## config.mk

```make
export PLATFORM = sky130hd
export DESIGN_NAME = fetch_buffer
export DESIGN_NICKNAME = d
export VERILOG_FILES = /design/src/rtl/cpu_pkg.sv /design/src/rtl/fetch_fifo.sv /design/src/rtl/fetch_buffer.sv
export SDC_FILE = /design/constraint.sdc
export NUM_CORES = 1
export LEC_CHECK = 0
export BUFFER_PORTS_ARGS = -buffer_cell sky130_fd_sc_hd__buf_4
export CORE_ASPECT_RATIO = 0.8
export CORE_UTILIZATION = 35
export CTS_BUF_LIST = sky130_fd_sc_hd__clkbuf_8
export DETAILED_ROUTE_END_ITERATION = 6
export GPL_ROUTABILITY_DRIVEN = 0
export PLACE_DENSITY = 0.58
export SLEW_MARGIN = 30
export SYNTH_ARGS = -nofsm -noshare
export SYNTH_HDL_FRONTEND = slang
export SYNTH_HIERARCHICAL = 1
export SYNTH_SLANG_ARGS = --single-unit
```

## constraint.sdc

```tcl
create_clock -name clk -period 4.1 [get_ports clk]
set_clock_uncertainty 0.1 [all_clocks]
set_input_delay 0.82 -clock clk [delete_from_list [all_inputs] [get_ports clk]]
set_output_delay 0.82 -clock clk [all_outputs]
set_load 0.1 [all_outputs]
```

## src/rtl/cpu_pkg.sv

```systemverilog
// cpu_pkg
//   Shared widths, the PC increment and the fetch state type used by the
//   instruction-fetch front end.
//   Contents:
//     XLEN, INSTR_W  - address and instruction word widths
//     PC_STEP        - byte distance between sequential instruction words
//     fetch_state_t  - RUN: no stale responses pending
//                      DRAIN: responses from before a redirect still in flight
//     next_pc()      - sequential successor of a PC (wraps modulo 2^XLEN)
package cpu_pkg;

  localparam int XLEN    = 32;
  localparam int INSTR_W = 32;

  localparam logic [XLEN-1:0] PC_STEP = 32'd4;

  typedef enum logic {
    RUN   = 1'b0,
    DRAIN = 1'b1
  } fetch_state_t;

  function automatic logic [XLEN-1:0] next_pc(input logic [XLEN-1:0] pc);
    return pc + PC_STEP;
  endfunction

endpackage

```

## src/rtl/fetch_fifo.sv

```systemverilog
// fetch_fifo
//   Circular buffer holding fetched {pc, instr} pairs in arrival order.
//   The head entry is read combinationally from registered storage, so data
//   written in cycle N is visible at the head in cycle N+1 at the earliest.
//   Storage is not reset; callers qualify head with empty.
// Ports:
//   clk        in   1              rising-edge clock
//   reset      in   1              asynchronous active-low reset of pointers/count
//   clear      in   1              synchronous flush, wins over push and pop
//   push       in   1              write push_data at the tail
//   push_data  in   W              entry to write
//   pop        in   1              advance the head (ignored when empty)
//   head       out  W              oldest entry
//   count      out  clog2(DEPTH+1) number of valid entries
//   full       out  1              count == DEPTH
//   empty      out  1              count == 0
module fetch_fifo
  import cpu_pkg::*;
#(
  parameter int DEPTH = 4,               // power of 2, >= 2
  parameter int W     = XLEN + INSTR_W
) (
  input  logic                         clk,
  input  logic                         reset,
  input  logic                         clear,
  input  logic                         push,
  input  logic [W-1:0]                 push_data,
  input  logic                         pop,
  output logic [W-1:0]                 head,
  output logic [$clog2(DEPTH+1)-1:0]   count,
  output logic                         full,
  output logic                         empty
);

  localparam int AW = $clog2(DEPTH);
  localparam int CW = $clog2(DEPTH + 1);

  logic [W-1:0]  mem [DEPTH];
  logic [AW-1:0] wr_ptr_reg;
  logic [AW-1:0] rd_ptr_reg;
  logic [CW-1:0] count_reg;
  logic          do_push;
  logic          do_pop;

  assign empty = (count_reg == '0);
  assign full  = (count_reg == CW'(DEPTH));

  // A push into a full buffer is only legal when the head leaves in the same cycle.
  assign do_pop  = pop && !empty;
  assign do_push = push && (!full || do_pop);

  // Pointers are AW bits wide, so they wrap modulo DEPTH on their own.
  always_ff @(posedge clk or negedge reset) begin
    if (!reset) begin
      wr_ptr_reg <= '0;
      rd_ptr_reg <= '0;
      count_reg  <= '0;
    end else if (clear) begin
      wr_ptr_reg <= '0;
      rd_ptr_reg <= '0;
      count_reg  <= '0;
    end else begin
      if (do_push) wr_ptr_reg <= wr_ptr_reg + 1'b1;
      if (do_pop)  rd_ptr_reg <= rd_ptr_reg + 1'b1;
      case ({do_push, do_pop})
        2'b10:   count_reg <= count_reg + 1'b1;
        2'b01:   count_reg <= count_reg - 1'b1;
        default: count_reg <= count_reg;
      endcase
    end
  end

  always_ff @(posedge clk) begin
    if (do_push) mem[wr_ptr_reg] <= push_data;
  end

  assign head  = mem[rd_ptr_reg];
  assign count = count_reg;

endmodule

```

## src/rtl/fetch_buffer.sv

```systemverilog
// fetch_buffer
//   Instruction-fetch front end feeding the IF/ID register. Issues sequential
//   fetch requests, accepts in-order responses, buffers up to DEPTH {pc, instr}
//   pairs and presents the oldest to Decode. A redirect flushes the buffer,
//   restarts fetch at redirect_pc and discards responses still in flight.
// Ports:
//   clk             in   1   rising-edge clock
//   reset           in   1   asynchronous active-low reset
//   imem_req_valid  out  1   fetch request valid
//   imem_req_addr   out  32  fetch address
//   imem_req_ready  in   1   memory accepts the request this cycle
//   imem_rsp_valid  in   1   response valid (always accepted)
//   imem_rsp_data   in   32  instruction word, returned in request order
//   redirect        in   1   flush and restart fetch
//   redirect_pc     in   32  restart address
//   stallD          in   1   Decode does not consume this cycle
//   instr_valid_d   out  1   instr_d/pc_d hold a valid entry
//   instr_d         out  32  oldest buffered instruction (0 when empty)
//   pc_d            out  32  PC of instr_d (0 when empty)
module fetch_buffer
  import cpu_pkg::*;
#(
  parameter int              DEPTH    = 4,      // power of 2, >= 2
  parameter logic [XLEN-1:0] RESET_PC = 32'h0
) (
  input  logic               clk,
  input  logic               reset,
  output logic               imem_req_valid,
  output logic [XLEN-1:0]    imem_req_addr,
  input  logic               imem_req_ready,
  input  logic               imem_rsp_valid,
  input  logic [INSTR_W-1:0] imem_rsp_data,
  input  logic               redirect,
  input  logic [XLEN-1:0]    redirect_pc,
  input  logic               stallD,
  output logic               instr_valid_d,
  output logic [INSTR_W-1:0] instr_d,
  output logic [XLEN-1:0]    pc_d
);

  localparam int CW = $clog2(DEPTH + 1);
  localparam int FW = XLEN + INSTR_W;
  localparam logic [CW:0] CREDIT_MAX = (CW + 1)'(DEPTH);

  fetch_state_t    state_reg;
  fetch_state_t    state_next;
  logic [XLEN-1:0] fetch_pc_reg;
  logic [XLEN-1:0] rsp_pc_reg;
  logic [CW-1:0]   outstanding_reg;
  logic [CW-1:0]   outstanding_next;
  logic [CW-1:0]   drop_cnt_reg;
  logic [CW-1:0]   drop_cnt_next;

  logic [CW-1:0]   fifo_count;
  logic            fifo_full;
  logic            fifo_empty;
  logic [FW-1:0]   fifo_head;
  logic            fifo_push;
  logic            fifo_pop;

  logic [CW:0]     credit_used;
  logic            issue;
  logic            req_fire;
  logic            rsp_keep;

  // Every issued request owns a buffer slot until it is popped or dropped, so
  // the buffer can never overflow regardless of response timing.
  assign credit_used = {1'b0, fifo_count} + {1'b0, outstanding_reg};
  assign issue       = !redirect && (credit_used < CREDIT_MAX);

  // Gating with reset keeps the request channel quiet while reset is held,
  // including the asynchronous part before the next clock edge.
  assign imem_req_valid = reset && issue;
  assign imem_req_addr  = fetch_pc_reg;
  assign req_fire       = imem_req_valid && imem_req_ready;

  // Responses are kept only when no stale responses remain to be dropped.
  assign rsp_keep  = imem_rsp_valid && (state_reg == RUN);
  assign fifo_push = rsp_keep && (!fifo_full || fifo_pop);
  assign fifo_pop  = !fifo_empty && !stallD;

  always_comb begin
    outstanding_next = outstanding_reg;
    if (req_fire && !imem_rsp_valid) begin
      outstanding_next = outstanding_reg + 1'b1;
    end else if (!req_fire && imem_rsp_valid) begin
      outstanding_next = outstanding_reg - 1'b1;
    end
  end

  // On a redirect every request still in flight after this cycle is stale.
  // outstanding already counts the ones being dropped in DRAIN, so the new
  // drop count is simply the post-update outstanding value.
  always_comb begin
    drop_cnt_next = drop_cnt_reg;
    state_next    = state_reg;
    if (redirect) begin
      drop_cnt_next = outstanding_next;
      state_next    = (outstanding_next != '0) ? DRAIN : RUN;
    end else if (imem_rsp_valid && (state_reg == DRAIN)) begin
      drop_cnt_next = drop_cnt_reg - 1'b1;
      if (drop_cnt_reg == CW'(1)) state_next = RUN;
    end
  end

  always_ff @(posedge clk or negedge reset) begin
    if (!reset) begin
      state_reg       <= RUN;
      fetch_pc_reg    <= RESET_PC;
      rsp_pc_reg      <= RESET_PC;
      outstanding_reg <= '0;
      drop_cnt_reg    <= '0;
    end else begin
      state_reg       <= state_next;
      outstanding_reg <= outstanding_next;
      drop_cnt_reg    <= drop_cnt_next;
      if (redirect) begin
        fetch_pc_reg <= redirect_pc;
        rsp_pc_reg   <= redirect_pc;
      end else begin
        if (req_fire)  fetch_pc_reg <= next_pc(fetch_pc_reg);
        if (fifo_push) rsp_pc_reg   <= next_pc(rsp_pc_reg);
      end
    end
  end

  // Redirect drives the synchronous clear, which overrides push and pop.
  fetch_fifo #(
    .DEPTH (DEPTH),
    .W     (FW)
  ) u_fifo (
    .clk       (clk),
    .reset     (reset),
    .clear     (redirect),
    .push      (fifo_push),
    .push_data ({rsp_pc_reg, imem_rsp_data}),
    .pop       (fifo_pop),
    .head      (fifo_head),
    .count     (fifo_count),
    .full      (fifo_full),
    .empty     (fifo_empty)
  );

  assign instr_valid_d = !fifo_empty;
  assign instr_d       = fifo_empty ? '0 : fifo_head[INSTR_W-1:0];
  assign pc_d          = fifo_empty ? '0 : fifo_head[FW-1:INSTR_W];

endmodule

```

# ---- Word level (Yosys, flattened, before mapping)
# Memories as Yosys holds them, arrays and structs flattened.
# Cells that the tools add are included.
dict set report word_totals {
  word_cells 76
  rom_bits 0
  out_inout_bits 98
  register_bits 78
  ramBits 256
  memories 1
  latchBits 0
}
dict set report op_classes {
  multipliers 0
  reduce_logical 29
  addsub 10
  bitwise 1
  n_eq_ne 4
  shifts 0
  order_cmp 1
  div_mod_pow 0
  muxes 22
}
# name words word_bits read_ports rd_ports_with_merged_regs write_ports line
set memory_table {}
lappend memory_table {u_fifo.mem 4 64 1 0 1 fetch_fifo.sv:38} ;# logic [W-1:0] mem [DEPTH];
# cell n
set ops {}
lappend ops {{two-way mux 32 bit} 6}
lappend ops {{adder 32 x 3 -> 32 bit, second input constant} 2}
lappend ops {{two-way mux 3 bit} 5}
lappend ops {{nonzero test 2 bit} 6}
lappend ops {{logical AND 1 bit} 11}
lappend ops {{subtractor 3 x 1 -> 3 bit, second input constant} 3}
lappend ops {{two-way mux 2 bit} 4}
lappend ops {{adder 3 x 1 -> 3 bit, second input constant} 2}
lappend ops {{zero test 1 bit} 6}
lappend ops {{two-way mux 1 bit} 6}
lappend ops {{case mux 3 bit (2 select lines)} 1}
lappend ops {{nonzero test 3 bit} 2}
lappend ops {{adder 2 x 1 -> 2 bit, second input constant} 2}
lappend ops {{adder 3 x 3 -> 4 bit} 1}
lappend ops {{less-than comparator 4 x 3 -> 1 bit, second input constant} 1}
lappend ops {{equality test 3 x 1 -> 1 bit, second input constant} 1}
lappend ops {{equality test 3 bit, second input constant} 1}
lappend ops {{zero test 3 bit} 1}
lappend ops {{equality test 2 x 1 -> 1 bit, second input constant} 1}
lappend ops {{equality test 2 bit, second input constant} 1}
lappend ops {{logical OR 1 bit} 2}
lappend ops {{AND reduction 2 bit} 1}
lappend ops {{NOT 1 bit} 1}

# ---- Depth between registers and ports, before layout
# Gate-level depths: netlist of the first run.
dict set report logic_depth {
  word_depth 12
  mapped_depth 13
  ltp_nobuf 11
}

# ---- By module
# The synthesis of the first run kept the hierarchy.
# mod seq_area_each_um2 n_inst area_each_um2 cells_each
set modules_own_cells {}
lappend modules_own_cells {fetch_fifo 7862.5 1 9796.9 397}
lappend modules_own_cells {fetch_buffer 1776.7 1 4454.3 510}

# ---- Worst setup path after synthesis of the first run
# No wires, ideal clock.
dict set report synth_timing {
  kind {input-to-reg}
  from {in imem_rsp_valid}
  to {mem u_fifo/mem[2][0] in the netlist's numbering, enable pin}
  path_stages 7
  setup_slack_ns 0.199
  required_ns 3.571
  setup_time_ns 0.429
  arrival_time_ns 3.372
  cell_sequence {nor2b_1 > nand2_1 > inv_1 > buf_2 > inv_1 > a31oi_2 > and2_1}
}
dict set report synth_between {
  elab_chain_cells 5
}
# item line
set synth_lines {}
lappend synth_lines {{start, declared} fetch_buffer.sv:31} ;# input logic imem_rsp_valid,
lappend synth_lines {{logical AND 1 bit} fetch_buffer.sv:78} ;# assign rsp_keep = imem_rsp_valid && (state_reg == RUN);
lappend synth_lines {{logical AND 1 bit} fetch_buffer.sv:79} ;# assign fifo_push = rsp_keep && (!fifo_full || fifo_pop);
lappend synth_lines {{net fifo_push} fetch_buffer.sv:58} ;# logic fifo_push;
lappend synth_lines {{logical AND 1 bit} fetch_fifo.sv:50} ;# assign do_push = push && (!full || do_pop);
lappend synth_lines {{two-way mux 1 bit} fetch_fifo.sv:74} ;# if (do_push) mem[wr_ptr_reg] <= push_data;
lappend synth_lines {{two-way mux 1 bit (not written as such)} fetch_fifo.sv:74}
lappend synth_lines {{end, declared} fetch_fifo.sv:38}
# The timed path passes the listed nets, and every way through them passes these cells.

# ---- Worst setup path in the final report of the first run
dict set report layout_timing {
  from {reg u_fifo.rd_ptr_reg[0]}
  to {out pc_d[8]}
}
dict set report layout_between {
  elab_chain_cells 2
}
# item line
set layout_lines {}
lappend layout_lines {{start, declared} fetch_fifo.sv:40} ;# logic [AW-1:0] rd_ptr_reg;
lappend layout_lines {{start signal, assigned} fetch_fifo.sv:64} ;# if (do_pop) rd_ptr_reg <= rd_ptr_reg + 1'b1;
lappend layout_lines {{memory (4 x 64 bit)} --}
lappend layout_lines {{net fifo_head[40]} fetch_buffer.sv:57} ;# logic [FW-1:0] fifo_head;
lappend layout_lines {{two-way mux 32 bit} fetch_buffer.sv:146} ;# assign pc_d = fifo_empty ? '0 : fifo_head[FW-1:INSTR_W];
lappend layout_lines {{end, declared} fetch_buffer.sv:38} ;# output logic [XLEN-1:0] pc_d
# The timed path passes the listed nets, and every way through them passes these cells.

==> results.py, run 1 <==
metrics = {
    "power": {
        "pwr-share-seq_pct": 46.5,
        "total_power_w": 0.008875,
        "p_per_area_nw_per_um2": 514.7,
        "p_clk_share_pct": 32.4,
        "comb_power_share_pct": 21.1,
        "max-vdd-ir-drop_mv": 0.3191,
        "p_leak_nw": 6.099,
        "power.switching_w": 0.002861,
        "p_sw_share_pct": 32.23,
        "internal_power_w": 0.006015,
    },
    "die": {
        "start_util_pct": 35.83,
        "fp-row-count": 65,
        "dieArea_um2": 41530,
        "dieWidth_um": 227.6,
        "coreArea_um2": 39770,
        "num_io_pins": 168,
        "die-height_um": 182.5,
    },
    "sta": {
        "clock.fmax_mhz": 277.0,
        "finalMaxSlewViolations": 0,
        "tightest_slew_ns": 0.8485,
        "setup_viol": 0,
        "fin_crit_ns": 3.610,
        "tns_ns": 0,
        "relSlewSlack_pct": 43.43,
        "post-route-period-util_pct": 88.05,
        "rsz0062_at_grt": "no",
        "hold_viol": 0,
    },
    "critical_path": {
        "path_max_fanout": 28,
        "crit_arrival_ns": 2.69,
        "reg2reg_from": "u_fifo/count[1]$_DFFE_PN0P_",
        "worstSetupEndpointType": "primary output",
        "cp-startpoint": "u_fifo/rd_ptr_reg[0]$_DFFE_PN0P_",
        "path_class": "flop to primary output",
        "cp-start-kind": "flop",
        "r2r_setup_slack_ns": 0.89,
        "reg2regPathDepth": 9,
        "cp.required_ns": 3.18,
        "reg2reg_to": "u_fifo/mem[2][56]$_DFFE_PP_",
    },
    "cts": {
        "cts_setup_buffers": 0,
        "ctsResizeCount": 0,
        "root_buffer": "clkbuf_8",
        "cts_tree": "yes",
        "clkLatencyLatePin_ns": 0.59,
        "clock_sinks": 334,
        "postCtsHoldBufs": 1,
        "cts_made_buffers": 52,
        "cts_buffer_depth": 3,
        "h-tree-depth": 2,
        "clk_pin_slew_ns": 0.07,
    },
    "cells_and_area": {
        "area_delta_synth_final_pct": 21.01,
        "largest_reg_flops": 256,
        "antenna_cells": 0,
        "layout-drive-gt1-share_pct": 30.47,
        "fin_nets": 1184,
    },
    "logic_synthesis": {
        "synthFlopType": "edfxtp_1",
        "ys_types": 57,
        "syn-num-nets": 990,
        "synth_area_leaders": "edfxtp_1 (54%), dfrtp_1 (14%), mux4_2 (10%)",
        "avgSynthCellArea_um2": 15.71,
        "synth_cells": 907,
        "yosys.area.top_type_share_pct": 53.94,
        "ys_seq_area_share_pct": 67.64,
        "async_flop_share_pct": 23.35,
        "synth-edff-count": 256,
        "yosysTopAreaCell": "edfxtp_1",
        "yosys_warnings": 6,
        "synthesis.area_um2": 14250,
        "ys_seq_elements": 334,
    },
    "route": {
        "drt-pass1-iter-count": 5,
        "drcViolationCount": 0,
        "detail-route-antenna-nets": 0,
        "vias_per_cell": 5.035,
        "route.detailed.wl_per_inst_um": 19.51,
        "drt_iter0_markers": 599,
        "vias": 8449,
        "routed_wl_mm": 32.73,
    },
    "global_routing": {
        "grt_use_total_pct": 15.92,
        "grt_pass1_wl_mm": 50.38,
        "grt_overflow": 0,
        "grt_pass1_vias": 8370,
        "antenna_found_initial": 0,
        "grt_max_degree": 69,
    },
    "placed_design": {
        "hpwlAfterDp_mm": 21.36,
        "io_buffer_count": 167,
    },
    "hold_path": {
        "hold_class": "input port to flop",
        "hold_path_end": "u_fifo/mem[3][30]$_DFFE_PP_",
        "hold_start": "imem_rsp_data[30]",
        "hold_depth": 1,
    },
    "run": {
        "max_cap_violations": 0,
    },
    "run_status": {
        "status": "complete, no violations",
    },
}
[final cells by class]
| class | count | area (um^2) |
|---|---|---|
| clock inverters | 42 | 346.6 |
| repair buffers | 186 | 1474 |
| flip-flops and latches | 334 | 9644 |
| multi-input cells | 496 | 4264 |
| inverters | 31 | 116.4 |
| clock buffers | 53 | 729.5 |
| well taps | 536 | 670.6 |
| fillers | 3598 | 22520 |
[how the worst max path moves through the flow]
stage	slack, ns	endpoint	depth (start not counted)
2_1_floorplan	0.20	u_fifo/mem[2][0]$_DFFE_PP_	7
5_1_grt	0.30	pc_d[8]	4
4_1_cts	0.38	pc_d[8]	4
3_3_place_gp	0.55	u_fifo/mem[2][4]$_DFFE_PP_	8
3_5_place_dp	0.52	u_fifo/mem[2][10]$_DFFE_PP_	8
6_report	0.49	pc_d[8]	4
[cells in the mapped netlist (7+ instances only)]
cell type    n
clkbuf_1    24
inv_1       30
o311ai_0    12
dfrtp_1     78
nor2b_1     65
mux4_2      64
and4_1       8
o211ai_1    13
mux2_2      11
and3_1      10
buf_2       12
and2_1      10
nand2_1     60
nand3_1     26
edfxtp_1   256
nor4_1       7
xnor2_1     32
a31oi_1      7
nor3_1      18
buf_6        7
ha_1        12
o21ai_0     44
nor2_1      25
nand4_1     18
xor2_1       9
[power by group through the flow]
| stage | clock, W | sequential, W | combinational, W |
|---|---|---|---|
| global placement | 0 | 0.00418 | 0.00188 |
| global route | 0.00310 | 0.00416 | 0.00199 |
| CTS | 0.00295 | 0.00413 | 0.00190 |
| finish | 0.00287 | 0.00413 | 0.00187 |
| detailed placement | 0 | 0.00419 | 0.00189 |
| floorplan | 0 | 0.00438 | 0.00116 |
[stage by stage]
stage / utilization, % / worst slack, ns / hold WS [ns] / instance area, um^2 / instances
4_1_cts: 43.36 / 0.3833 / 0.2861 / 17240 / 1678
2_1_floorplan: - / 0.1988 / 0.3760 / 14250 / 907
5_1_grt: 43.36 / 0.2995 / 0.2866 / 17250 / 1678
3_3_place_gp: 40.63 / 0.5524 / 0.4185 / 16160 / 1582
3_5_place_dp: 40.63 / 0.5200 / 0.4201 / 16160 / 1582
6_report: 43.36 / 0.4899 / 0.3298 / 17250 / 1678
[layout by cell type (no fill, tap or decap), types with 32 or more instances in the layout]
master    netlist  final
edfxtp_1      256    256
buf_4           2    179
dfrtp_1        78     76
nor2b_1        65     65
mux4_2         64     64
nand2_1        60     60
clkbuf_8        0     53
o21ai_0        44     44
inv_1          30     43
xnor2_1        32     32
[kinds of logic (layout without fill, tap and decap cells)]
logic type	count (synthesis)	count (layout)	synth area share (%)
adder cells (fa/ha/maj)	13	13	1.194
AO/OA/AOI/OAI	103	103	4.785
multiplexers	80	80	11.33
buffers and inverters	77	312	2.564
XOR/XNOR	41	41	2.520
AND/OR/NAND/NOR	259	259	9.965
flip-flops	334	334	67.64
[worst max-delay path, cell delays in order (launching register included)]
cell and delay (ns):
dfrtp_4 0.81, buf_4 0.33, mux4_2 0.54, nor2b_1 0.15
buf_4 0.26
[metal layers]
layer  vias to the layer above  wire length, um  GRT usage, %
li1                       3893                -             -
met1                      4198            16210         25.05
met2                       311            13700         22.12
met3                        47             2309         3.349
met4                         0              514         4.000
met5                         -                0             0
No activity file was read; power rests on OpenSTA's default activity.
==> run 2, diff against run 1 <==
--- a/config.mk
+++ b/config.mk
@@ -7,11 +7,11 @@
 export LEC_CHECK = 0
 export BUFFER_PORTS_ARGS = -buffer_cell sky130_fd_sc_hd__buf_4
 export CORE_ASPECT_RATIO = 0.8
-export CORE_UTILIZATION = 35
+export CORE_UTILIZATION = 55
 export CTS_BUF_LIST = sky130_fd_sc_hd__clkbuf_8
 export DETAILED_ROUTE_END_ITERATION = 6
 export GPL_ROUTABILITY_DRIVEN = 0
-export PLACE_DENSITY = 0.58
+export PLACE_DENSITY = 0.82
 export SLEW_MARGIN = 30
 export SYNTH_ARGS = -nofsm -noshare
 export SYNTH_HDL_FRONTEND = slang
==> run 2 against run 1 <==
Net effect: sequential share of layout area is 1.5 points higher; count of clock-buffer cells in the layout fell by 3; final cell count decreased by 13%; first-iteration DRC count grew 25%; worst hold slack lost 0.059 ns; clock power shrank 12%; critical path type unchanged; critical endpoint is now instr_d[22]; largest cell class unchanged.
==> results.py, run 2 (same netlist as run 1, synthesis figures left out) <==
metrics = {
    "route": {
        "vias": 8549,
        "drt_iter0_markers": 747,
        "drcViolationCount": 0,
        "vias_per_cell": 5.864,
        "route.detailed.wl_per_inst_um": 20.12,
        "drt-pass1-iter-count": 5,
        "routed_wl_mm": 29.34,
        "detail-route-antenna-nets": 0,
    },
    "power": {
        "comb_power_share_pct": 21.9,
        "pwr-share-seq_pct": 48.4,
        "p_sw_share_pct": 33.08,
        "p_leak_nw": 6.019,
        "p_per_area_nw_per_um2": 507.0,
        "p_clk_share_pct": 29.7,
        "power.switching_w": 0.002818,
        "max-vdd-ir-drop_mv": 0.4414,
        "internal_power_w": 0.005699,
    },
    "cts": {
        "clk_pin_slew_ns": 0.07,
        "ctsResizeCount": 0,
        "clock_sinks": 334,
        "clkLatencyLatePin_ns": 0.59,
        "root_buffer": "clkbuf_8",
        "postCtsHoldBufs": 0,
        "cts_setup_buffers": 0,
        "cts_tree": "yes",
        "cts_buffer_depth": 3,
        "cts_made_buffers": 49,
        "h-tree-depth": 2,
    },
    "cells_and_area": {
        "layout-drive-gt1-share_pct": 29.81,
        "multiInputGateArea_um2": 4259,
        "final_common_cell": "edfxtp_1",
        "utilization_pct": 66.20,
        "seq_area_um2": 9644,
        "area_delta_synth_final_pct": 17.88,
        "fin_nets": 1177,
        "fillers": 1755,
        "layoutNonFillerInstCount": 1458,
        "largest_reg_flops": 256,
        "antenna_cells": 0,
        "final_cell_mix": "edfxtp_1 (256), buf_4 (175), dfrtp_1 (76), nor2b_1 (65), mux4_2 (64)",
    },
    "die": {
        "die-height_um": 146.0,
        "dieArea_um2": 26560,
        "fp-row-count": 52,
        "dieWidth_um": 182.0,
        "start_util_pct": 56.16,
        "num_io_pins": 168,
        "coreArea_um2": 25370,
    },
    "sta": {
        "setup_viol": 0,
        "relSlewSlack_pct": 47.73,
        "rsz0062_at_grt": "no",
        "fin_crit_ns": 3.646,
        "setup_ws_ns": 0.4541,
        "hold_viol": 0,
        "clock.fmax_mhz": 274.3,
        "post-route-period-util_pct": 88.93,
        "tns_ns": 0,
        "tightest_slew_ns": 0.7840,
        "finalMaxSlewViolations": 0,
    },
    "critical_path": {
        "cp_top_family": "flip-flops",
        "crit_top_cell": "buf_4",
        "path_buf_inv": 2,
        "path_class": "flop to primary output",
        "slowest_delay_ns": 0.72,
        "cp.required_ns": 3.18,
        "slowest_stage": "dfrtp_4",
        "path_max_fanout": 23,
        "worstSetupEndpointType": "primary output",
        "cp-start-kind": "flop",
        "cp_cell_sequence": "buf_4 > mux4_2 > nor2b_1 > buf_4",
        "crit_arrival_ns": 2.73,
    },
    "placed_design": {
        "dp_slack_ns": 0.6698,
        "hpwlAfterDp_mm": 18.44,
        "dp.cells": 1367,
        "io_buffer_count": 167,
    },
    "run_status": {
        "status": "complete, no violations",
    },
    "run": {
        "max_cap_violations": 0,
    },
    "global_routing": {
        "grt_use_total_pct": 22.29,
        "grt_max_degree": 79,
        "grt_pass1_vias": 8223,
        "grt_pass1_wl_mm": 45.42,
        "grt_overflow": 0,
        "antenna_found_initial": 0,
    },
    "hold_path": {
        "hold_class": "input port to asynchronous set/reset pin",
    },
}
-- run 2: cell types whose count changed in the layout (fill, tap and decap cells not counted), moves of 2 or more --
cell and change:
and2_2 +4, and2_4 -4, buf_4 -4, bufinv_16 -4, clkbuf_8 -3, clkinv_1 -2, inv_1 +5
-- run 2: worst paths after layout --
check,start,endpoint,slack [ns],cells past startpoint
hold reg to reg,imem_req_addr[1]$_DFFE_PN0P_,imem_req_addr[1]$_DFFE_PN0P_,0.43,2
setup / recovery,u_fifo/rd_ptr_reg[0]$_DFFE_PN0P_,instr_d[22],0.45,4
max in group asynchronous,reset,u_fifo/rd_ptr_reg[0]$_DFFE_PN0P_,3.08,2
setup reg to reg,u_fifo/count[0]$_DFFE_PN0P_,u_fifo/count[2]$_DFFE_PN0P_,0.78,8
min in group clk,imem_rsp_data[10],u_fifo/mem[0][10]$_DFFE_PP_,0.33,1
hold / removal,reset,drop_cnt_reg[0]$_DFFE_PN0P_,0.27,2
-- run 2: power groups by stage --
stage / registers (W) / clock network [W] / logic, W
6_report: 0.00412 / 0.00253 / 0.00186
5_1_grt: 0.00415 / 0.00273 / 0.00196
4_1_cts: 0.00412 / 0.00259 / 0.00188
3_5_place_dp: 0.00418 / 0 / 0.00187
3_3_place_gp: 0.00417 / 0 / 0.00184
2_1_floorplan: 0.00438 / 0 / 0.00116
-- run 2: metal layers --
layer / global-route usage [%] / vias up / routed length, um
li1: - / 3866 / -
met1: 34.84 / 4243 / 13570
met2: 32.60 / 402 / 13030
met3: 4.229 / 38 / 2321
met4: 5.588 / 0 / 420
met5: 0 / - / 0
-- run 2: area by class of cell --
class,instances,share of cell area (%)
multi-input cells,496,25.35
flip-flops and latches,334,57.41
clock inverters,41,1.430
repair buffers,182,8.603
clock buffers,50,4.097
inverters,31,0.6927
well taps,324,2.413
-- run 2: metrics by stage --
stage                     power [W]  hold WS [ns]  cell area (um^2)
after floorplan            0.005549        0.3760             14250
after global placement     0.006010        0.4170             15860
after detailed placement   0.006052        0.4160             15870
after CTS                  0.008588        0.2903             16800
after global routing       0.008838        0.3008             16800
final                      0.008517        0.2710             16800
==> run 3, diff against run 2 <==
--- a/config.mk
+++ b/config.mk
@@ -7,11 +7,11 @@
 export LEC_CHECK = 0
 export BUFFER_PORTS_ARGS = -buffer_cell sky130_fd_sc_hd__buf_4
 export CORE_ASPECT_RATIO = 0.8
-export CORE_UTILIZATION = 55
+export CORE_UTILIZATION = 45
 export CTS_BUF_LIST = sky130_fd_sc_hd__clkbuf_8
 export DETAILED_ROUTE_END_ITERATION = 6
 export GPL_ROUTABILITY_DRIVEN = 0
-export PLACE_DENSITY = 0.82
+export PLACE_DENSITY = 0.7
 export SLEW_MARGIN = 30
 export SYNTH_ARGS = -nofsm -noshare
 export SYNTH_HDL_FRONTEND = slang
==> run 3 against run 2 <==
Net effect: global-route usage is 3.3 points lower; combinational power about the same; count of clock-buffer cells in the layout is 5 higher; worst hold slack improved by 0.051 ns; via count is 0.90% lower; final area grew 1.5%; register-to-register slack gained 0.26 ns.
==> results.py, run 3 (same netlist as run 1, synthesis figures left out) <==
metrics = {
    "run_status": {
        "status": "complete, no violations",
    },
    "sta": {
        "setup_viol": 0,
        "holdWs_ns": 0.3216,
        "clock.fmax_mhz": 285.5,
        "setup_ws_ns": 0.5974,
        "relSlewSlack_pct": 35.06,
        "rsz0062_at_grt": "no",
        "post-route-period-util_pct": 85.43,
        "finalMaxSlewViolations": 0,
        "hold_viol": 0,
        "tns_ns": 0,
        "tightest_slew_ns": 0.9705,
        "fin_crit_ns": 3.503,
    },
    "global_routing": {
        "grt_overflow": 0,
        "grt_use_total_pct": 18.97,
        "grt_max_degree": 67,
        "antenna_found_initial": 0,
        "grt_pass1_wl_mm": 48.03,
        "grt_pass1_vias": 8385,
    },
    "critical_path": {
        "cp-start-kind": "flop",
        "slowest_delay_ns": 0.61,
        "cp_cell_sequence": "buf_12 > mux4_2 > nor2b_1 > buf_4",
        "cp_top_family": "buffers and inverters",
        "slowest_stage": "dfrtp_4",
        "worstSetupEndpointType": "primary output",
        "crit_arrival_ns": 2.58,
        "path_max_fanout": 40,
        "cp.required_ns": 3.18,
        "path_buf_inv": 2,
        "path_class": "flop to primary output",
    },
    "cts": {
        "clock_sinks": 334,
        "cts_tree": "yes",
        "cts_made_buffers": 51,
        "root_buffer": "clkbuf_8",
        "clkLatencyLatePin_ns": 0.59,
        "clk_pin_slew_ns": 0.06,
        "cts_setup_buffers": 0,
        "h-tree-depth": 2,
        "cts_buffer_depth": 3,
    },
    "cells_and_area": {
        "layoutNonFillerInstCount": 1551,
        "final_common_cell": "edfxtp_1",
        "largest_reg_flops": 256,
        "final_cell_mix": "edfxtp_1 (256), buf_4 (175), dfrtp_1 (76), nor2b_1 (65), mux4_2 (64)",
        "utilization_pct": 55.48,
        "area_delta_synth_final_pct": 19.68,
        "fillers": 2456,
        "fin_nets": 1180,
        "layout-drive-gt1-share_pct": 30.49,
        "antenna_cells": 0,
    },
    "power": {
        "max-vdd-ir-drop_mv": 0.2545,
        "p_leak_nw": 6.061,
        "p_per_area_nw_per_um2": 515.7,
    },
    "placed_design": {
        "dp.cells": 1456,
        "hpwlAfterDp_mm": 19.49,
        "io_buffer_count": 167,
        "dp_slack_ns": 0.7441,
    },
    "route": {
        "route.detailed.wl_per_inst_um": 19.60,
        "routed_wl_mm": 30.40,
        "vias": 8472,
        "vias_per_cell": 5.462,
        "drcViolationCount": 0,
        "detail-route-antenna-nets": 0,
        "drt_iter0_markers": 614,
        "drt-pass1-iter-count": 5,
    },
    "die": {
        "dieWidth_um": 201.0,
        "num_io_pins": 168,
        "coreArea_um2": 30740,
        "die-height_um": 161.2,
        "fp-row-count": 57,
        "dieArea_um2": 32390,
        "start_util_pct": 46.36,
    },
    "hold_path": {
        "hold_class": "input port to flop",
    },
    "run": {
        "max_cap_violations": 0,
    },
}
## run 3: stage by stage
| step | power (W) | instance area, um^2 |
|---|---|---|
| finish | 0.008796 | 17060 |
| global route | 0.009154 | 17060 |
| floorplan | 0.005549 | 14250 |
| detailed placement | 0.006056 | 15990 |
| CTS | 0.008892 | 17060 |
| global placement | 0.006027 | 15990 |
## run 3: what timing repair did
action | 4_1_cts | 5_1_grt
hold buffers | 1 | 0
resized for setup | 0 | 0
hold endpoints to repair | 11 | 0
## run 3: path summary, 6_finish.rpt
path	start	endpoint	slack (ns)	depth (start not counted)
setup reg to reg	u_fifo/count[1]$_DFFE_PN0P_	u_fifo/mem[2][44]$_DFFE_PP_	1.04	9
hold / removal	imem_rsp_data[12]	u_fifo/mem[2][12]$_DFFE_PP_	0.32	1
max in group asynchronous	reset	u_fifo/rd_ptr_reg[0]$_DFFE_PN0P_	2.21	3
min in group asynchronous	reset	imem_req_addr[5]$_DFFE_PN0N_	0.55	2
hold reg to reg	imem_req_addr[1]$_DFFE_PN0P_	imem_req_addr[1]$_DFFE_PN0P_	0.42	2
setup / recovery	u_fifo/rd_ptr_reg[0]$_DFFE_PN0P_	instr_d[11]	0.60	4
## run 3: layout make-up
class | count | area [um^2] | share of cell area, %
clock inverter | 39 | 300.3 | 1.761
multi-input combinational | 496 | 4257 | 24.96
clock buffer | 55 | 757.0 | 4.438
sequential | 334 | 9644 | 56.55
inverter | 31 | 116.4 | 0.6823
tap | 413 | 516.7 | 3.030
timing repair buffer | 183 | 1464 | 8.583
## run 3: power by group
| part | switching, W | internal, W | total, W |
|---|---|---|---|
| clock network | 0.00130 | 0.00151 | 0.00282 |
| registers | 0.000211 | 0.00391 | 0.00412 |
| logic | 0.00135 | 0.000505 | 0.00186 |
| total | 0.00286 | 0.00593 | 0.00880 |
## run 3: routing by layer
metal	wire length [um]	global-route usage [%]	part of all wire, %	up-vias
li1	-	-	-	3881
met1	14270	29.31	47	4236
met2	13600	27.71	45	321
met3	2166	3.592	7.1	34
met4	369	4.615	1.2	0
met5	0	0	0	-
